[src/rtl/mini_src_datapath.sv]
// Mini-SRC phase-1 single-bus datapath: 32-bit GPRs and special registers, a 64-bit Z and an ALU.
// Define ALU_MULDIV_EN to build the signed multiplier and divider.
module mini_src_reg32 (
   input  logic        clock,
   input  logic        clear,
   input  logic        load,
   input  logic [31:0] d,
   output logic [31:0] q
);

   // Bus-loaded register with asynchronous clear
   always_ff @(posedge clock or posedge clear) begin
      if (clear) begin
         q <= 32'h0;
      end else if (load) begin
         q <= d;
      end else begin
         q <= q;
      end
   end

endmodule

module mini_src_datapath (
   input  logic        clock,
   input  logic        clear,
   input  logic        R0in,  input logic R1in,  input logic R2in,  input logic R3in,
   input  logic        R4in,  input logic R5in,  input logic R6in,  input logic R7in,
   input  logic        R8in,  input logic R9in,  input logic R10in, input logic R11in,
   input  logic        R12in, input logic R13in, input logic R14in, input logic R15in,
   input  logic        HIin,
   input  logic        LOin,
   input  logic        Zhighin,
   input  logic        Zlowin,
   input  logic        PCin,
   input  logic        IRin,
   input  logic        MARin,
   input  logic        Yin,
   input  logic        In_Portin,
   input  logic        MDRin,
   input  logic        Read,
   input  logic        Zin,
   input  logic        Coutin,
   input  logic        R0out,  input logic R1out,  input logic R2out,  input logic R3out,
   input  logic        R4out,  input logic R5out,  input logic R6out,  input logic R7out,
   input  logic        R8out,  input logic R9out,  input logic R10out, input logic R11out,
   input  logic        R12out, input logic R13out, input logic R14out, input logic R15out,
   input  logic        HIout,
   input  logic        LOout,
   input  logic        Zhighout,
   input  logic        Zlowout,
   input  logic        PCout,
   input  logic        MDRout,
   input  logic        In_Portout,
   input  logic        Coutout,
   input  logic        IncPC,
   input  logic [31:0] Mdatain,
   input  logic [4:0]  ALU_Control,
   output logic [31:0] Out_Portout
);

   logic [31:0] bus_s;
   logic [31:0] gpr_q_s [16];
   logic [15:0] gpr_in_s;
   logic [23:0] out_sel_s;
   logic [31:0] src_s [24];
   logic [31:0] hi_q_s, lo_q_s, pc_q_s, ir_q_s, mar_q_s, mdr_q_s, y_q_s, inp_q_s;
   logic [31:0] mdr_d_s;
   logic [63:0] alu_c_s;
   logic [63:0] z_r;
   logic [4:0]  amt_s;
   logic        unused_s;

   assign gpr_in_s  = {R15in, R14in, R13in, R12in, R11in, R10in, R9in, R8in,
                       R7in, R6in, R5in, R4in, R3in, R2in, R1in, R0in};
   // Bit 0 is the highest-priority bus source
   assign out_sel_s = {Coutout, In_Portout, MDRout, PCout, Zlowout, Zhighout, LOout, HIout,
                       R15out, R14out, R13out, R12out, R11out, R10out, R9out, R8out,
                       R7out, R6out, R5out, R4out, R3out, R2out, R1out, R0out};
   assign mdr_d_s   = Read ? Mdatain : bus_s;
   assign amt_s     = bus_s[4:0];
   assign Out_Portout = bus_s;

   mini_src_reg32 R0  (.clock(clock), .clear(clear), .load(gpr_in_s[0]),  .d(bus_s), .q(gpr_q_s[0]));
   mini_src_reg32 R1  (.clock(clock), .clear(clear), .load(gpr_in_s[1]),  .d(bus_s), .q(gpr_q_s[1]));
   mini_src_reg32 R2  (.clock(clock), .clear(clear), .load(gpr_in_s[2]),  .d(bus_s), .q(gpr_q_s[2]));
   mini_src_reg32 R3  (.clock(clock), .clear(clear), .load(gpr_in_s[3]),  .d(bus_s), .q(gpr_q_s[3]));
   mini_src_reg32 R4  (.clock(clock), .clear(clear), .load(gpr_in_s[4]),  .d(bus_s), .q(gpr_q_s[4]));
   mini_src_reg32 R5  (.clock(clock), .clear(clear), .load(gpr_in_s[5]),  .d(bus_s), .q(gpr_q_s[5]));
   mini_src_reg32 R6  (.clock(clock), .clear(clear), .load(gpr_in_s[6]),  .d(bus_s), .q(gpr_q_s[6]));
   mini_src_reg32 R7  (.clock(clock), .clear(clear), .load(gpr_in_s[7]),  .d(bus_s), .q(gpr_q_s[7]));
   mini_src_reg32 R8  (.clock(clock), .clear(clear), .load(gpr_in_s[8]),  .d(bus_s), .q(gpr_q_s[8]));
   mini_src_reg32 R9  (.clock(clock), .clear(clear), .load(gpr_in_s[9]),  .d(bus_s), .q(gpr_q_s[9]));
   mini_src_reg32 R10 (.clock(clock), .clear(clear), .load(gpr_in_s[10]), .d(bus_s), .q(gpr_q_s[10]));
   mini_src_reg32 R11 (.clock(clock), .clear(clear), .load(gpr_in_s[11]), .d(bus_s), .q(gpr_q_s[11]));
   mini_src_reg32 R12 (.clock(clock), .clear(clear), .load(gpr_in_s[12]), .d(bus_s), .q(gpr_q_s[12]));
   mini_src_reg32 R13 (.clock(clock), .clear(clear), .load(gpr_in_s[13]), .d(bus_s), .q(gpr_q_s[13]));
   mini_src_reg32 R14 (.clock(clock), .clear(clear), .load(gpr_in_s[14]), .d(bus_s), .q(gpr_q_s[14]));
   mini_src_reg32 R15 (.clock(clock), .clear(clear), .load(gpr_in_s[15]), .d(bus_s), .q(gpr_q_s[15]));

   mini_src_reg32 HI      (.clock(clock), .clear(clear), .load(HIin),      .d(bus_s),   .q(hi_q_s));
   mini_src_reg32 LO      (.clock(clock), .clear(clear), .load(LOin),      .d(bus_s),   .q(lo_q_s));
   mini_src_reg32 PC      (.clock(clock), .clear(clear), .load(PCin),      .d(bus_s),   .q(pc_q_s));
   mini_src_reg32 IR      (.clock(clock), .clear(clear), .load(IRin),      .d(bus_s),   .q(ir_q_s));
   mini_src_reg32 MAR     (.clock(clock), .clear(clear), .load(MARin),     .d(bus_s),   .q(mar_q_s));
   mini_src_reg32 Y       (.clock(clock), .clear(clear), .load(Yin),       .d(bus_s),   .q(y_q_s));
   mini_src_reg32 In_Port (.clock(clock), .clear(clear), .load(In_Portin), .d(bus_s),   .q(inp_q_s));
   mini_src_reg32 MDR     (.clock(clock), .clear(clear), .load(MDRin),     .d(mdr_d_s), .q(mdr_q_s));

   // Gather every bus source in priority order
   always_comb begin
      for (int i = 0; i < 16; i++) begin
         src_s[i] = gpr_q_s[i];
      end
      src_s[16] = hi_q_s;
      src_s[17] = lo_q_s;
      src_s[18] = z_r[63:32];
      src_s[19] = z_r[31:0];
      src_s[20] = pc_q_s;
      src_s[21] = mdr_q_s;
      src_s[22] = inp_q_s;
      src_s[23] = {{13{ir_q_s[18]}}, ir_q_s[18:0]};
   end

   // Bus mux: the lowest-index asserted select wins, none selected drives zero
   always_comb begin
      bus_s = 32'h0;
      for (int i = 23; i >= 0; i--) begin
         if (out_sel_s[i]) begin
            bus_s = src_s[i];
         end else begin
            bus_s = bus_s;
         end
      end
   end

`ifdef ALU_MULDIV_EN
   logic [63:0] mul_s;
   logic [32:0] quo_s;
   logic [32:0] rem_s;

   // Operands are widened one bit so the most-negative / -1 quotient cannot overflow
   assign mul_s = {{32{y_q_s[31]}}, y_q_s} * {{32{bus_s[31]}}, bus_s};
   assign quo_s = $signed({y_q_s[31], y_q_s}) / $signed({bus_s[31], bus_s});
   assign rem_s = $signed({y_q_s[31], y_q_s}) % $signed({bus_s[31], bus_s});
   assign unused_s = ^{Coutin, ir_q_s[31:19], mar_q_s, quo_s[32], rem_s[32]};
`else
   assign unused_s = ^{Coutin, ir_q_s[31:19], mar_q_s};
`endif

   // ALU: A comes from Y, B from the bus; IncPC overrides the opcode
   always_comb begin
      alu_c_s = 64'h0;
      if (IncPC) begin
         alu_c_s = {32'h0, bus_s + 32'd1};
      end else begin
         case (ALU_Control)
            5'b00000: alu_c_s = {32'h0, y_q_s + bus_s};
            5'b00001: alu_c_s = {32'h0, y_q_s - bus_s};
            5'b00010: alu_c_s = {32'h0, y_q_s & bus_s};
            5'b00011: alu_c_s = {32'h0, y_q_s | bus_s};
            5'b00100: alu_c_s = {32'h0, y_q_s >> amt_s};
            5'b00101: alu_c_s = {32'h0, $signed(y_q_s) >>> amt_s};
            5'b00110: alu_c_s = {32'h0, y_q_s << amt_s};
            5'b00111: alu_c_s = {32'h0, (y_q_s >> amt_s) | (y_q_s << (6'd32 - {1'b0, amt_s}))};
            5'b01000: alu_c_s = {32'h0, (y_q_s << amt_s) | (y_q_s >> (6'd32 - {1'b0, amt_s}))};
`ifdef ALU_MULDIV_EN
            5'b01001: alu_c_s = mul_s;
            5'b01010: begin
               if (bus_s == 32'h0) begin
                  alu_c_s = 64'h0;
               end else begin
                  alu_c_s = {rem_s[31:0], quo_s[31:0]};
               end
            end
`endif
            5'b01011: alu_c_s = {32'h0, 32'h0 - bus_s};
            5'b01100: alu_c_s = {32'h0, ~bus_s};
            default:  alu_c_s = 64'h0;
         endcase
      end
   end

   // Z: ALU load takes precedence over the half-word bus loads
   always_ff @(posedge clock or posedge clear) begin
      if (clear) begin
         z_r <= 64'h0;
      end else if (Zin) begin
         z_r <= alu_c_s;
      end else begin
         if (Zhighin) begin
            z_r[63:32] <= bus_s;
         end else begin
            z_r[63:32] <= z_r[63:32];
         end
         if (Zlowin) begin
            z_r[31:0] <= bus_s;
         end else begin
            z_r[31:0] <= z_r[31:0];
         end
      end
   end

endmodule

[config.mk]
export PLATFORM = sky130hd
export DESIGN_NAME = mini_src_datapath
export DESIGN_NICKNAME = d
export VERILOG_FILES = /design/src/rtl/mini_src_datapath.sv
export SDC_FILE = /design/constraint.sdc
export NUM_CORES = 2
export LEC_CHECK = 0
export ABC_CLOCK_PERIOD_IN_PS = 70800
export CAP_MARGIN = 20
export CORE_MARGIN = 1
export CORE_UTILIZATION = 45
export CTS_CLUSTER_SIZE = 30
export DETAILED_ROUTE_END_ITERATION = 12
export GPL_TIMING_DRIVEN = 1
export PLACE_DENSITY = 0.57
export SYNTH_ARGS = -nofsm -noshare
export SYNTH_HDL_FRONTEND = slang
export SYNTH_SLANG_ARGS = --single-unit
export TNS_END_PERCENT = 100
[constraint.sdc]
create_clock -name clock -period 70.8 [get_ports clock]
set_input_delay 10.62 -clock clock [delete_from_list [all_inputs] [get_ports clock]]
set_output_delay 10.62 -clock clock [all_outputs]
set_load 0.005 [all_outputs]
**Word-level counts from Yosys, hierarchy flattened**

Cells that the tools add are included.

- Word-level logic and storage cells: 83
- Register bits after elaboration: 787
- Output and inout port bits: 32
- Input port bits: 93

- Shift operators: 5
- Reductions and logical operators: 3
- $add $sub $neg: 5
- Mux-type cells: 30
- Bitwise operators: 5
- Eq/ne operators: 10

Operator list:

| operator | number |
|---|---|
| $mux 32 | 28 |
| $pmux 32 s11 | 1 |
| $or 32x32->32 | 3 |
| $mux 64 | 1 |
| $add 32x1->32 const B | 1 |
| $add 32x32->32 | 1 |
| $and 32x32->32 | 1 |
| $not 32->32 | 1 |
| $shl 32x5->32 | 1 |
| $shl 32x6->32 | 1 |
| $shr 32x5->32 | 1 |
| $shr 32x6->32 | 1 |
| $sshr 32x5->32 | 1 |
| $sub 1x32->32 const A | 1 |
| $sub 32x32->32 | 1 |
| $eq 5x3->1 const B | 4 |
| $eq 5x4->1 const B | 3 |
| $eq 5x2->1 const B | 2 |
| $sub 6x5->6 const A | 1 |
| $eq 5x1->1 const B | 1 |
| $logic_not 5->1 | 1 |
| $reduce_bool 2->1 | 2 |

**Longest topological paths before layout**

- Depth after elaboration: 30
- Gate-level depth with buffers: 28

**Cells and area by module**

From an unflattened synthesis, not the netlist that was laid out.

- Cells, all modules: 5120
- Area total of the unflattened synthesis: 55732.2 um^2

By module, submodules not included:

| module | cells an instance | area each (um^2) | instances |
|---|---|---|---|
| mini_src_reg32 | 69 | 1348.8 | 23 |
| mini_src_datapath | 3533 | 24709.9 | 1 |

**Worst setup path before layout**

OpenSTA, ideal clock, no wires.

- Kind: input-to-output
- From: in R9out
- To: out Out_Portout[3]
- Required time: 60.180 ns
- Stages on the path: 12
- Arrival: 13.320 ns
- Slack: 46.860 ns
- Cells stage by stage: buf_4 -> or3_1 -> buf_2 -> a221o_1 -> or2_1 -> buf_6 -> clkinv_8 -> buf_2 -> buf_1 -> clkbuf_1 -> clkbuf_1 -> clkbuf_1

- Longest elaborated chain between the ends: 10

RTL lines:

| what | line | text |
|---|---|---|
| from (decl) | 46 | `input logic R8out, input logic R9out, input logic R10out, input logic R11out,` |
| $mux 32 (10 in a row) | 129 | `if (out_sel_s[i]) begin` |
| to (decl) | 59 | `output logic [31:0] Out_Portout` |

Every way passes these cells.

**Final worst setup path**

- From: in In_Portout
- To: out Out_Portout[5]

- Longest elaborated chain between the ends: 23

RTL lines:

| what | line | text |
|---|---|---|
| from (decl) | 54 | `input logic In_Portout,` |
| $mux 32 (23 in a row) | 129 |  |

Every way passes these cells.

==> metrics.md <==
| Metric | Value |
|---|---|
| Fmax | `approximately 38 MHz` |
| Finished Layout Cells | `around 7,300` |
| CTS clk-pin slew, worst paths | `60 ps` |
| Leak | `roughly 0.023 µW` |
| Clock tree from TritonCTS | `built` |
| Worst-path fanout max | `38` |
| Die X | `around 340 µm` |
| Worst-margin pin slew | `1280 ps` |
| Synth Net Count | `a little over 6,000` |
| CTS sink cnt | `just under 800` |
| Initial Util | `0.456` |
| Run status | `completed` |
| Number of I/O port buffers | `about 120` |
| Hold Buf Count CTS | `0` |
| Most flop-heavy register | `z_r` |
| Vias | `roughly 50,000` |
| Critical Path Start Type | `input pin` |
| Antenna violations before repair | `18` |
| Count leader, synth | `dfrtp_1` |
| Top FF cell, synth | `dfrtp_1` |
| Synth cell count leaders | `787 x dfrtp_1, 711 x a21oi_1, 629 x nor2_1` |
| Syn Inst Count | `between 5,000 and 6,000` |
| Antenna Nets Post-Route | `0` |
| Synthesized area | `roughly 52,000 µm²` |
| Placed cell count | `between 7,000 and 8,000` |
| Post-DP HPWL | `184,000 µm` |
| Clock Tree Buf Depth | `3` |
| Slew HR | `0.137` |
| DR DRC count | `0` |
| Clk Latency, worst-skew pair | `~700 ps` |
| Largest register FFs | `64` |
| Routability cong. | `1.07` |
| Unrepaired setup endpoints after global routing | `false` |
| Largest area contributor in the netlist | `dfrtp_1` |
| Flop2flop setup slack | `approximately 63,000 ps` |
| Proportion of layout cells with a drive suffix above 1 | `0.155` |
| Post-synth EDFFs | `0` |
| Yosys synthesis warning count | `0` |
| Worst Setup End Kind | `output port` |
| Total wire length | `about 260,000 µm` |
| Post-CTS setup buffer count | `0` |
| Final setup TNS | `0 ps` |
| Synth top area share | `0.381` |
| Seq cells post-synth | `approximately 790` |
| Max Slew Vio Count | `0` |
| MaxCap Viol Count | `0` |
| Register area share after synthesis | `0.381` |
| Peak supply drop | `between 20 and 25 µV` |
| Worst hold slack | `500 ps` |
| CTS root buf | `clkbuf_16` |
| Wire length per cell | `35.7 µm` |
| Post-layout min period | `around 26,000 ps` |
| Worst Path Class, Setup | `in -> out` |
| Area occupied by multi-input gates | `between 20,000 and 30,000 µm²` |
| CTS resizes | `0` |
| Vias/cell | `just under 7` |
| Largest cells by area after synthesis | `dfrtp_1 38%, mux2_2 7.2%, a21oi_1 6.9%` |
| Vias in the first global route | `46,300` |
| Final hold vios | `0` |
| Global-route wire length before repair | `about 370,000 µm` |
| Final setup viols | `0` |
| Largest net degree at the start of global routing | `roughly 120` |
| TritonCTS Buffers | `between 80 and 90` |
| Cell Pwr Density | `~33 nW/µm²` |
| Die area | `about 120,000 µm²` |
| Die Y-Extent | `roughly 340 µm` |
| Drt initial violations | `roughly 7,200` |
| Area Growth Syn to Fin | `10.1%` |
| Pre-antenna DRT Iters | `6` |
| Tcrit/Tclk final | `0.374` |
| Post-Syn Area per Cell | `about 8.8 µm²` |
| HP Class | `reg -> reg` |
| Register area | `between 15,000 and 20,000 µm²` |
| Critical path data arrival time | `between 15,000 and 20,000 ps` |
| H-Tree Depth | `3` |
| Number of fill cells | `roughly 11,000` |
| All-Layer GR Usage | `0.441` |
| Ys async rst share | `1.00` |
| Core area | `113,000 µm²` |
| Post-synthesis cell type count | `~120` |
| WP data required | `about 60,000 ps` |
| IO Pins | `around 130` |
| NumNets Final | `approximately 6,000` |
| Final Skew | `between 60 and 70 ps` |
| # rows | `123` |
| Overflow after GRT | `0` |
report_power, final:
group / leakage (µW) / switching [µW] / internal [µW] / total [µW]
clock network: 0.00143 / 201 / 264 / 465
registers: 0.00892 / 60.8 / 544 / 605
logic: 0.0123 / 533 / 255 / 789
total: 0.0226 / 795 / 1060 / 1860
path summary, 6_finish.rpt:
path                                   start  depth (start not counted)        endpoint
worst max register to register  In_Port.q[5]                         22         z_r[19]
worst min register to register      R0.q[16]                          1        R0.q[16]
min in group asynchronous              clear                          2       R12.q[20]
worst min-delay path                R0.q[16]                          1        R0.q[16]
max in group asynchronous              clear                          6         LO.q[4]
worst max-delay path              In_Portout                         10  Out_Portout[5]
layout make-up:
cell class | instances | area share
Inverter | 155 | 0.0107
Sequential cell | 787 | 0.347
Antenna cell | 4 | 0.000176
Timing Repair Buffer | 329 | 0.0458
Clock inverter | 29 | 0.00533
Tap cell | 1500 | 0.0330
Multi-Input combinational cell | 4355 | 0.512
Clock buffer | 130 | 0.0460
layer usage:
layer	vias up	GRT usage	wire [µm]
met5	-	0	69
met4	12	0.264	18500
met3	608	0.105	28200
met2	3136	0.634	109000
met1	24900	0.602	105000
li1	21200	-	-
worst max-delay path: stages:
cell and delay, ps:
clkdlybuf4s50_1 390, buf_4 280, and2b_1 830, a221oi_1 170, o31ai_1 770, a31oi_1 530
o211ai_1 1020, a2bb2oi_4 110, inv_1 480, clkdlybuf4s50_1 620
kinds of logic (layout without fill, tap and decap cells):
family / count (synthesis) / in the layout / synth area share
adder cells (fa/ha/maj): 100 / 100 / 0.0245
flip-flops: 787 / 787 / 0.381
other: 0 / 4 / 0
XOR/XNOR: 79 / 79 / 0.0134
multiplexers: 502 / 502 / 0.117
AND/OR/NAND/NOR: 1708 / 1708 / 0.156
buffers and inverters: 724 / 643 / 0.0606
AO/OA/AOI/OAI: 1966 / 1966 / 0.248
layout by cell type, fill, tap and decap left out, types with 28 or more instances in the layout:
cell	n
nand2_1	450
a21oi_1	706
a211oi_1	83
nor2b_1	66
mux2i_1	124
ha_1	96
a21o_1	50
a211o_1	30
buf_2	37
o221ai_1	60
o21ai_0	295
nor3b_1	37
mux2_2	332
a31oi_1	80
nand2b_1	48
o21a_1	28
inv_1	138
nand3_1	106
a22oi_1	34
mux4_2	46
o22ai_1	64
nand3b_1	30
o31ai_1	30
buf_4	204
o211ai_1	94
dfrtp_1	787
and3_1	32
nor2_1	625
clkbuf_16	90
nor3_1	115
xnor2_1	55
clkdlybuf4s50_1	85
a221oi_1	62
through the flow:
step                       util  total power (µW)  setup slack [ps]  instance area, µm²
final                     0.502              1860             44330               56800
after detailed placement  0.476              1370             44690               53900
after global routing      0.502              1920             44350               56800
after CTS                 0.502              1830             44670               56800
after floorplan               -              1060             38080               51600
after global placement    0.476              1360             44700               53900
Power figures use the tool's default switching activity.
